`config.mk`:
```
export PLATFORM = sky130hd
export DESIGN_NAME = spi_master_flat
export DESIGN_NICKNAME = d
export VERILOG_FILES = /design/src/rtl/spi_master_if.sv /design/src/rtl/spi_master.sv /design/src/flat_wrapper.sv
export SDC_FILE = /design/constraint.sdc
export NUM_CORES = 1
export LEC_CHECK = 0
export CAP_MARGIN = 20
export CELL_PAD_IN_SITES_DETAIL_PLACEMENT = 0
export CELL_PAD_IN_SITES_GLOBAL_PLACEMENT = 1
export CORE_ASPECT_RATIO = 0.75
export CORE_MARGIN = 2
export CORE_UTILIZATION = 43
export CTS_CLUSTER_DIAMETER = 100
export DETAILED_ROUTE_END_ITERATION = 8
export HOLD_SLACK_MARGIN = 0.15
export PLACE_DENSITY = 0.82
export SETUP_SLACK_MARGIN = 0.4
export SYNTH_ARGS = -nofsm -noshare
export SYNTH_HDL_FRONTEND = slang
export SYNTH_SLANG_ARGS = --single-unit
```
`constraint.sdc`:
```
create_clock -name clk -period 2.48 [get_ports clk]
set_input_delay 0.496 -clock clk [delete_from_list [all_inputs] [get_ports clk]]
set_output_delay 0.496 -clock clk [all_outputs]
set_load 0.005 [all_outputs]
```
`src/rtl/spi_master_if.sv`:
```
// Host-side and SPI-wire signals of the mode-0 SPI master.
// Clock and reset stay outside as plain ports.
interface spi_master_if #(
    parameter int FRAME_BITS = 40
);
    logic                  start;
    logic [FRAME_BITS-1:0] tx_data;
    logic                  busy;
    logic                  done;
    logic [FRAME_BITS-1:0] rx_data;
    logic                  spi_clk;
    logic                  spi_cs;
    logic                  spi_mosi;
    logic                  spi_miso;

    modport master (
        input  start, tx_data, spi_miso,
        output busy, done, rx_data, spi_clk, spi_cs, spi_mosi
    );

    modport slave (
        output start, tx_data, spi_miso,
        input  busy, done, rx_data, spi_clk, spi_cs, spi_mosi
    );
endinterface

```
`src/rtl/spi_master.sv`:
```
// Full-duplex SPI master, mode 0, MSB first, fixed frame length.
// Start/done pulse host interface; every output is registered.
module spi_master #(
    parameter int CLK_DIV    = 10,
    parameter int FRAME_BITS = 40,
    parameter int CS_SETUP   = 2,
    parameter int CS_HOLD    = 2,
    parameter int CS_IDLE    = 2
) (
    input logic         clk,
    input logic         reset,
    spi_master_if.master bus
);
    localparam int M1 = (CLK_DIV > CS_SETUP) ? CLK_DIV : CS_SETUP;
    localparam int M2 = (M1 > CS_HOLD) ? M1 : CS_HOLD;
    localparam int MAXP = (M2 > CS_IDLE) ? M2 : CS_IDLE;
    localparam int PW = $clog2(MAXP + 1);
    localparam int BW = $clog2(FRAME_BITS + 1);
    localparam int FB = FRAME_BITS;

    localparam logic [PW-1:0] DIV_LAST   = PW'(CLK_DIV - 1);
    localparam logic [PW-1:0] SETUP_LAST = PW'(CS_SETUP - 1);
    localparam logic [PW-1:0] HOLD_LAST  = PW'(CS_HOLD - 1);
    localparam logic [PW-1:0] IDLE_LAST  = PW'(CS_IDLE - 1);
    localparam logic [BW-1:0] BITS       = BW'(FRAME_BITS);

    typedef enum logic [2:0] {
        S_IDLE, S_SETUP, S_LOW, S_HIGH, S_HOLD, S_GAP
    } state_e;

    state_e        state_q, state_d;
    logic [PW-1:0] phase_q, phase_d;
    logic [BW-1:0] bit_q, bit_d;
    logic [FB-1:0] tx_q, tx_d;
    logic [FB-1:0] rxsh_q, rxsh_d;
    logic [FB-1:0] rx_q, rx_d;
    logic          sclk_q, sclk_d;
    logic          cs_q, cs_d;
    logic          mosi_q, mosi_d;
    logic          busy_q, busy_d;
    logic          done_q, done_d;

    always_ff @(posedge clk) begin
        if (reset) begin
            state_q <= S_IDLE;
            phase_q <= '0;
            bit_q   <= '0;
            tx_q    <= '0;
            rxsh_q  <= '0;
            rx_q    <= '0;
            sclk_q  <= 1'b0;
            cs_q    <= 1'b1;
            mosi_q  <= 1'b0;
            busy_q  <= 1'b0;
            done_q  <= 1'b0;
        end else begin
            state_q <= state_d;
            phase_q <= phase_d;
            bit_q   <= bit_d;
            tx_q    <= tx_d;
            rxsh_q  <= rxsh_d;
            rx_q    <= rx_d;
            sclk_q  <= sclk_d;
            cs_q    <= cs_d;
            mosi_q  <= mosi_d;
            busy_q  <= busy_d;
            done_q  <= done_d;
        end
    end

    always_comb begin
        state_d = state_q;
        phase_d = phase_q + PW'(1);
        bit_d   = bit_q;
        tx_d    = tx_q;
        rxsh_d  = rxsh_q;
        rx_d    = rx_q;
        sclk_d  = sclk_q;
        cs_d    = cs_q;
        mosi_d  = mosi_q;
        busy_d  = busy_q;
        done_d  = 1'b0;
        unique case (state_q)
            S_IDLE: begin
                phase_d = '0;
                if (bus.start) begin
                    tx_d    = bus.tx_data;
                    mosi_d  = bus.tx_data[FB-1];
                    cs_d    = 1'b0;
                    busy_d  = 1'b1;
                    bit_d   = '0;
                    state_d = S_SETUP;
                end
            end
            S_SETUP: begin
                if (phase_q == SETUP_LAST) begin
                    phase_d = '0;
                    state_d = S_LOW;
                end
            end
            S_LOW: begin
                if (phase_q == DIV_LAST) begin
                    phase_d = '0;
                    sclk_d  = 1'b1;
                    rxsh_d  = {rxsh_q[FB-2:0], bus.spi_miso};
                    bit_d   = bit_q + BW'(1);
                    state_d = S_HIGH;
                end
            end
            S_HIGH: begin
                if (phase_q == DIV_LAST) begin
                    phase_d = '0;
                    sclk_d  = 1'b0;
                    if (bit_q < BITS) begin
                        // rotate so the next bit sits one below the MSB
                        tx_d    = {tx_q[FB-2:0], tx_q[FB-1]};
                        mosi_d  = tx_q[FB-2];
                        state_d = S_LOW;
                    end else begin
                        state_d = S_HOLD;
                    end
                end
            end
            S_HOLD: begin
                if (phase_q == HOLD_LAST) begin
                    phase_d = '0;
                    cs_d    = 1'b1;
                    rx_d    = rxsh_q;
                    done_d  = 1'b1;
                    state_d = S_GAP;
                end
            end
            S_GAP: begin
                if (phase_q == IDLE_LAST) begin
                    phase_d = '0;
                    busy_d  = 1'b0;
                    state_d = S_IDLE;
                end
            end
            default: state_d = S_IDLE;
        endcase
    end

    assign bus.busy     = busy_q;
    assign bus.done     = done_q;
    assign bus.rx_data  = rx_q;
    assign bus.spi_clk  = sclk_q;
    assign bus.spi_cs   = cs_q;
    assign bus.spi_mosi = mosi_q;
endmodule

```
`src/flat_wrapper.sv`:
```
// flat-port wrapper written by rule: the top's interface ports become plain ports
module spi_master_flat 
#(
    parameter int CLK_DIV    = 10,
    parameter int FRAME_BITS = 40,
    parameter int CS_SETUP   = 2,
    parameter int CS_HOLD    = 2,
    parameter int CS_IDLE    = 2
)
  (clk, reset, bus_start, bus_tx_data, bus_spi_miso, bus_busy, bus_done, bus_rx_data, bus_spi_clk, bus_spi_cs, bus_spi_mosi);
  spi_master_if #(.FRAME_BITS(FRAME_BITS)) bus_i ();
  input logic clk;
  input logic reset;
  input wire logic [$bits(bus_i.start)-1:0] bus_start;
  input wire logic [$bits(bus_i.tx_data)-1:0] bus_tx_data;
  input wire logic [$bits(bus_i.spi_miso)-1:0] bus_spi_miso;
  output wire logic [$bits(bus_i.busy)-1:0] bus_busy;
  output wire logic [$bits(bus_i.done)-1:0] bus_done;
  output wire logic [$bits(bus_i.rx_data)-1:0] bus_rx_data;
  output wire logic [$bits(bus_i.spi_clk)-1:0] bus_spi_clk;
  output wire logic [$bits(bus_i.spi_cs)-1:0] bus_spi_cs;
  output wire logic [$bits(bus_i.spi_mosi)-1:0] bus_spi_mosi;
  assign bus_i.start = bus_start;
  assign bus_i.tx_data = bus_tx_data;
  assign bus_i.spi_miso = bus_spi_miso;
  assign bus_busy = bus_i.busy;
  assign bus_done = bus_i.done;
  assign bus_rx_data = bus_i.rx_data;
  assign bus_spi_clk = bus_i.spi_clk;
  assign bus_spi_cs = bus_i.spi_cs;
  assign bus_spi_mosi = bus_i.spi_mosi;
  spi_master #(.CLK_DIV(CLK_DIV), .FRAME_BITS(FRAME_BITS), .CS_SETUP(CS_SETUP), .CS_HOLD(CS_HOLD), .CS_IDLE(CS_IDLE)) u_core (.clk(clk), .reset(reset), .bus(bus_i));
endmodule
```
==> flow_metrics.tcl, run 1 <==
set metrics [dict create \
    core_mm2 0.0124 \
    hold_slack_ps 453 \
    clock_skew_ps 8.86 \
    intPower_mw 4.35 \
    combPwrFrac 0.075 \
    ios 89 \
    route.detailed.drc 0 \
    arrival_ps 2190 \
    antennaDiodeCount 0 \
    hpwl_um 7500 \
    syn_to_final_growth_pct 28.6 \
    ys_seq_area_frac 0.494 \
    drtPass1Iterations 5 \
    use_met2 0.276 \
    crit_fanout 41 \
    post-route-period-util 0.746 \
    fp.dieW_um 135 \
    start_util 0.446 \
    grt_max_degree 81 \
    grt_pass1_wl_um 19600 \
    cts_made_buffers 17 \
    clock_path_buffers 2 \
    ys_warn_count 0 \
    nFillCells 1133 \
    setup_tns_ps 0 \
    peakVddDrop_mv 0.582 \
    drive_gt1_frac 0.101 \
    die_h_um 102 \
    drt_wl_total_um 12300 \
    clock_sinks 137 \
    power_density_mw_per_mm2 779 \
    cp_slowest_cell "dfxtp_1" \
    cap_violations 0 \
    crit_required_ps 2820 \
    syn_nets 675 \
    power_frac_seq 0.419 \
    postLayoutCellArea_mm2 0.00714 \
    wl_per_cell_um 14.1 \
    path_clk_slew_ps 60 \
    grt.total_usage 0.178 \
    avgSynthCellArea_um2 8.84 \
    critPathMaxStageDelay_ps 570 \
    ys_ff_latch 137 \
    top_usage_layer "met2" \
    ant_nets 0 \
    timing.critical_path.mode_cell "buf_4" \
    vias 4475 \
    synth_top_area_frac 0.494 \
    vias_per_cell 5.13 \
    cts_tree "yes" \
    synth-async-reset-ratio 0 \
    port_buffers 88 \
    p_leak_nw 2.69 \
    final_cell_mix "nand2_1 (163), dfxtp_1 (137), a21oi_1 (127)" \
    synth-edff-count 0 \
    post_dp_cell_area_mm2 0.00647 \
    finalSetupViolCount 0 \
    gr-usage-met3 0.0461 \
    root_buffer "clkbuf_16" \
    crit_type "reg2reg" \
    cp-end-kind "flip-flop" \
    synth_top_area_cell "dfxtp_1" \
    yosysUniqueCellTypes 39 \
    fin_cells 872 \
    clock_latency_ps 420 \
    fmax_mhz 541 \
    status "finished clean" \
    tightest_slew_ps 585 \
    place_inst 841 \
    p_clk_frac 0.505 \
    drtIter0Drc 280 \
    hold_viol 0 \
    start_kind "flip-flop" \
    overflow 0 \
    mostFrequentLayoutCell "nand2_1" \
    grt_pass1_vias 4044 \
    crit_buf_inv 2 \
    dieArea_mm2 0.0138 \
    gp_congestion 0.744 \
    yosys-top-cells-area "dfxtp_1 (49%), a21oi_1 (11%), nand2_1 (11%), mux2i_1 (7.6%), a211oi_2 (4.5%)" \
    post-cts-setup-buffers 0 \
    hold_class "reg2reg" \
    p_sw_mw 1.21 \
    h-tree-depth 4 \
    rsz0062_at_grt "false" \
    syn_area_mm2 0.00555 \
    crit_family "flip-flops" \
    slew_violations 0 \
    final_net_count 741 \
    cp_cell_sequence "and4b_1 -> buf_4 -> and2_1 -> buf_4 -> nand2_1 -> a21oi_1" \
    syn-instance-count 628 \
    min_period_ps 1850 \
    worst_slack_ps 630 \
    slew_headroom 0.610 \
    antenna_found_initial 0 \
    switching_share 0.218 \
    met1_usage 0.242 \
    rows 35 \
    post-place-ws_ps 246 \
    synthFlopType "dfxtp_1" \
]
-- per-layer routing --
metal  part of all wire  routed length (µm)
met4              0.015                 179
met5                  0                   0
met2               0.45                5570
met3              0.044                 545
met1               0.49                6030
-- through the flow --
stage / util / total power [mW]
6_report: 0.574 / 5.56
5_1_grt: 0.574 / 5.75
4_1_cts: 0.574 / 5.61
3_5_place_dp: 0.521 / 2.79
3_3_place_gp: 0.521 / 2.77
2_1_floorplan: - / 2.65
-- final cells by class --
class | count | area, µm² | area share
inverter | 4 | 15.0 | 0.00210
clock inverter | 10 | 191 | 0.0268
tap | 166 | 208 | 0.0291
clock buffer | 21 | 470 | 0.0659
timing repair buffer | 101 | 1020 | 0.142
multi-input combinational | 433 | 2490 | 0.349
sequential | 137 | 2740 | 0.384
-- logic make-up after synthesis --
group                    after synthesis  synth area share
flip-flops                           137             0.494
AO/OA/AOI/OAI                        180             0.203
AND/OR/NAND/NOR                      200             0.148
adder cells (fa/ha/maj)                3           0.00676
buffers and inverters                 58            0.0595
XOR/XNOR                               7            0.0110
multiplexers                          43            0.0778
-- worst paths after layout --
path / from / endpoint / slack, ps / cells past startpoint
worst max register to register: u_core.state_q[1] / u_core.rxsh_q[2] / 630 / 6
worst min-delay path: u_core.bus.rx_data[5] / u_core.bus.rx_data[5] / 450 / 2
worst min register to register: u_core.bus.rx_data[5] / u_core.bus.rx_data[5] / 450 / 2
worst max-delay path: u_core.state_q[1] / u_core.rxsh_q[2] / 630 / 6
-- worst register-to-register path, cell delays in order, from the launching register on --
cell	delay, ps
dfxtp_1	570
and4b_1	250
buf_4	160
and2_1	130
buf_4	370
nand2_1	140
a21oi_1	160
-- synth_stat cells (2+ instances only) --
cell and n:
a211oi_1 20, a211oi_2 20, a21oi_1 127, and2_1 2, and3_1 4, buf_2 15
buf_4 13, buf_6 6, clkbuf_1 19, dfxtp_1 137, ha_1 3, inv_1 4
mux2i_1 42, nand2_1 163, nand3_1 3, nand3b_1 2, nor2_1 15, nor2b_1 2
o211ai_1 4, o21ai_0 3, xnor2_1 2, xor2_1 5
-- repair_timing --
action	4_1_cts	5_1_grt
endpoints found under the setup margin	0	4
hold buffers	0	0
resized for setup	0	1
-- power by group through the flow --
stage               Combinational, mW  Sequential, mW  Clock, mW
floorplan                       0.282            2.37          0
global placement                0.400            2.37          0
detailed placement              0.417            2.38          0
CTS                             0.420            2.33       2.86
global route                    0.457            2.34       2.96
finish                          0.418            2.33       2.81
-- state kept, by name, indices dropped and copies added (netlist names) --
register / count
u_core.bus.done: 1
u_core.bus.busy: 1
u_core.rxsh_q: 40
u_core.tx_q: 39
u_core.bit_q: 6
u_core.state_q: 3
u_core.bus.spi_cs: 1
u_core.bus.spi_clk: 1
u_core.phase_q: 4
u_core.bus.rx_data: 40
u_core.bus.spi_mosi: 1
Note: power is estimated with default switching activity, not from simulation.
==> run 2: changes to the inputs <==
Settings changed: CORE_UTILIZATION 43 to 40, PLACE_DENSITY 0.82 to 0.77.
Clock period 2.48 ns to 1.93 ns, I/O delays scaled along.
==> flow_metrics.tcl, run 2 (same netlist as run 1, synthesis figures left out) <==
set metrics [dict create \
    final_core_util 0.634 \
    cp-end-kind "flip-flop" \
    cap_violations 0 \
    syn_to_final_growth_pct 56.1 \
    vias 4926 \
    drtIter0Drc 300 \
    failed_checks "DRC" \
    clock_path_buffers 2 \
    p_leak_nw 4.16 \
    arrival_ps 1940 \
    slew_headroom 0.699 \
    root_buffer "clkbuf_16" \
    crit_fanout 5 \
    h-tree-depth 4 \
    seq_area_mm2 0.00276 \
    core_mm2 0.0137 \
    finalSetupViolCount 0 \
    antenna_found_initial 0 \
    worst_slack_ps 316 \
    vias_per_cell 5.31 \
    slew_violations 0 \
    multi_input_area_mm2 0.00324 \
    power_density_mw_per_mm2 813 \
    drive_gt1_frac 0.348 \
    power_mw 7.04 \
    ant_nets 0 \
    route.detailed.drc 6 \
    drt_wl_total_um 15900 \
    nFillCells 1059 \
    final_cell_mix "dfxtp_1 (126), nand2_1 (107), a21oi_1 (71)" \
    grt.total_usage 0.189 \
    fp.dieW_um 140 \
    start_kind "flip-flop" \
    status "finished with violations" \
    crit_required_ps 2260 \
    cts.hold.buffers_added 0 \
    port_buffers 88 \
    tightest_slew_ps 451 \
    hold_viol 0 \
    gp_congestion 0.758 \
    rows 37 \
    crit_type "reg2reg" \
    grt_max_degree 58 \
    drtPass1Iterations 7 \
    post-place-ws_ps -160 \
    post_dp_cell_area_mm2 0.00660 \
    hold_class "in2reg" \
    antennaDiodeCount 0 \
    clock_latency_ps 410 \
    postLayoutCellArea_mm2 0.00866 \
    clock_skew_ps 7.94 \
    cts_tree "yes" \
    grt_pass1_vias 4522 \
    path_clk_slew_ps 60 \
    ios 89 \
    post-route-period-util 0.836 \
    mostFrequentLayoutCell "dfxtp_1" \
    cts_made_buffers 17 \
    overflow 0 \
    start_util 0.407 \
    final_net_count 789 \
    hpwl_um 7910 \
    fmax_mhz 620 \
    rsz0062_at_grt "true" \
    peakVddDrop_mv 0.636 \
    clock_sinks 137 \
    min_period_ps 1610 \
    dieArea_mm2 0.0148 \
    grt_pass1_wl_um 22600 \
    die_h_um 106 \
    wl_per_cell_um 17.1 \
]
run 2: area by class of cell:
class / count / share of cell area
Timing Repair Buffer: 149 / 0.213
Clock buffer: 23 / 0.0563
Clock inverter: 7 / 0.0107
Multi-Input combinational cell: 433 / 0.374
Tap cell: 175 / 0.0253
Inverter: 4 / 0.00173
Sequential cell: 137 / 0.319
run 2: metal layers:
layer,up-vias,routed length (µm),GRT usage
met4,0,127,0.0722
met1,2423,7420,0.251
met5,-,0,0
met3,10,708,0.0455
met2,95,7600,0.301
li1,2398,-,-
run 2: path summary, 6_finish.rpt:
check	from	to	slack, ps	cells past startpoint
setup reg to reg	u_core.phase_q[2]	u_core.tx_q[15]	320	7
setup / recovery	u_core.phase_q[2]	u_core.tx_q[15]	320	7
hold / removal	reset	u_core.bus.busy	260	2
hold reg to reg	u_core.bus.rx_data[23]	u_core.bus.rx_data[23]	450	2
run 2: what timing repair did:
action,in CTS,in global routing
pin swaps,7,97
resized for setup,101,190
gates cloned,9,14
endpoints found under the setup margin,176,110
setup buffers,13,3
run 2: power by group:
part           switching [mW]  internal [mW]  total [mW]
combinational           0.377          0.453       0.830
sequential             0.0640           2.94        3.00
clock                    1.19           2.02        3.21
run 2: critical path, stage by stage, from the launching register on:
cell and delay, ps:
dfxtp_1 460, nand3b_1 240, o21ai_4 80, and2_4 190, buf_6 130, buf_12 120, buf_16 130, a211oi_4 190
run 2: stage by stage:
step | instances | hold slack (ps) | setup TNS, ps
after global routing | 928 | 266 | 0
after global placement | 859 | 443 | -2050
after detailed placement | 859 | 447 | -3540
after CTS | 911 | 235 | 0
final | 928 | 255 | 0
after floorplan | 628 | 432 | 0
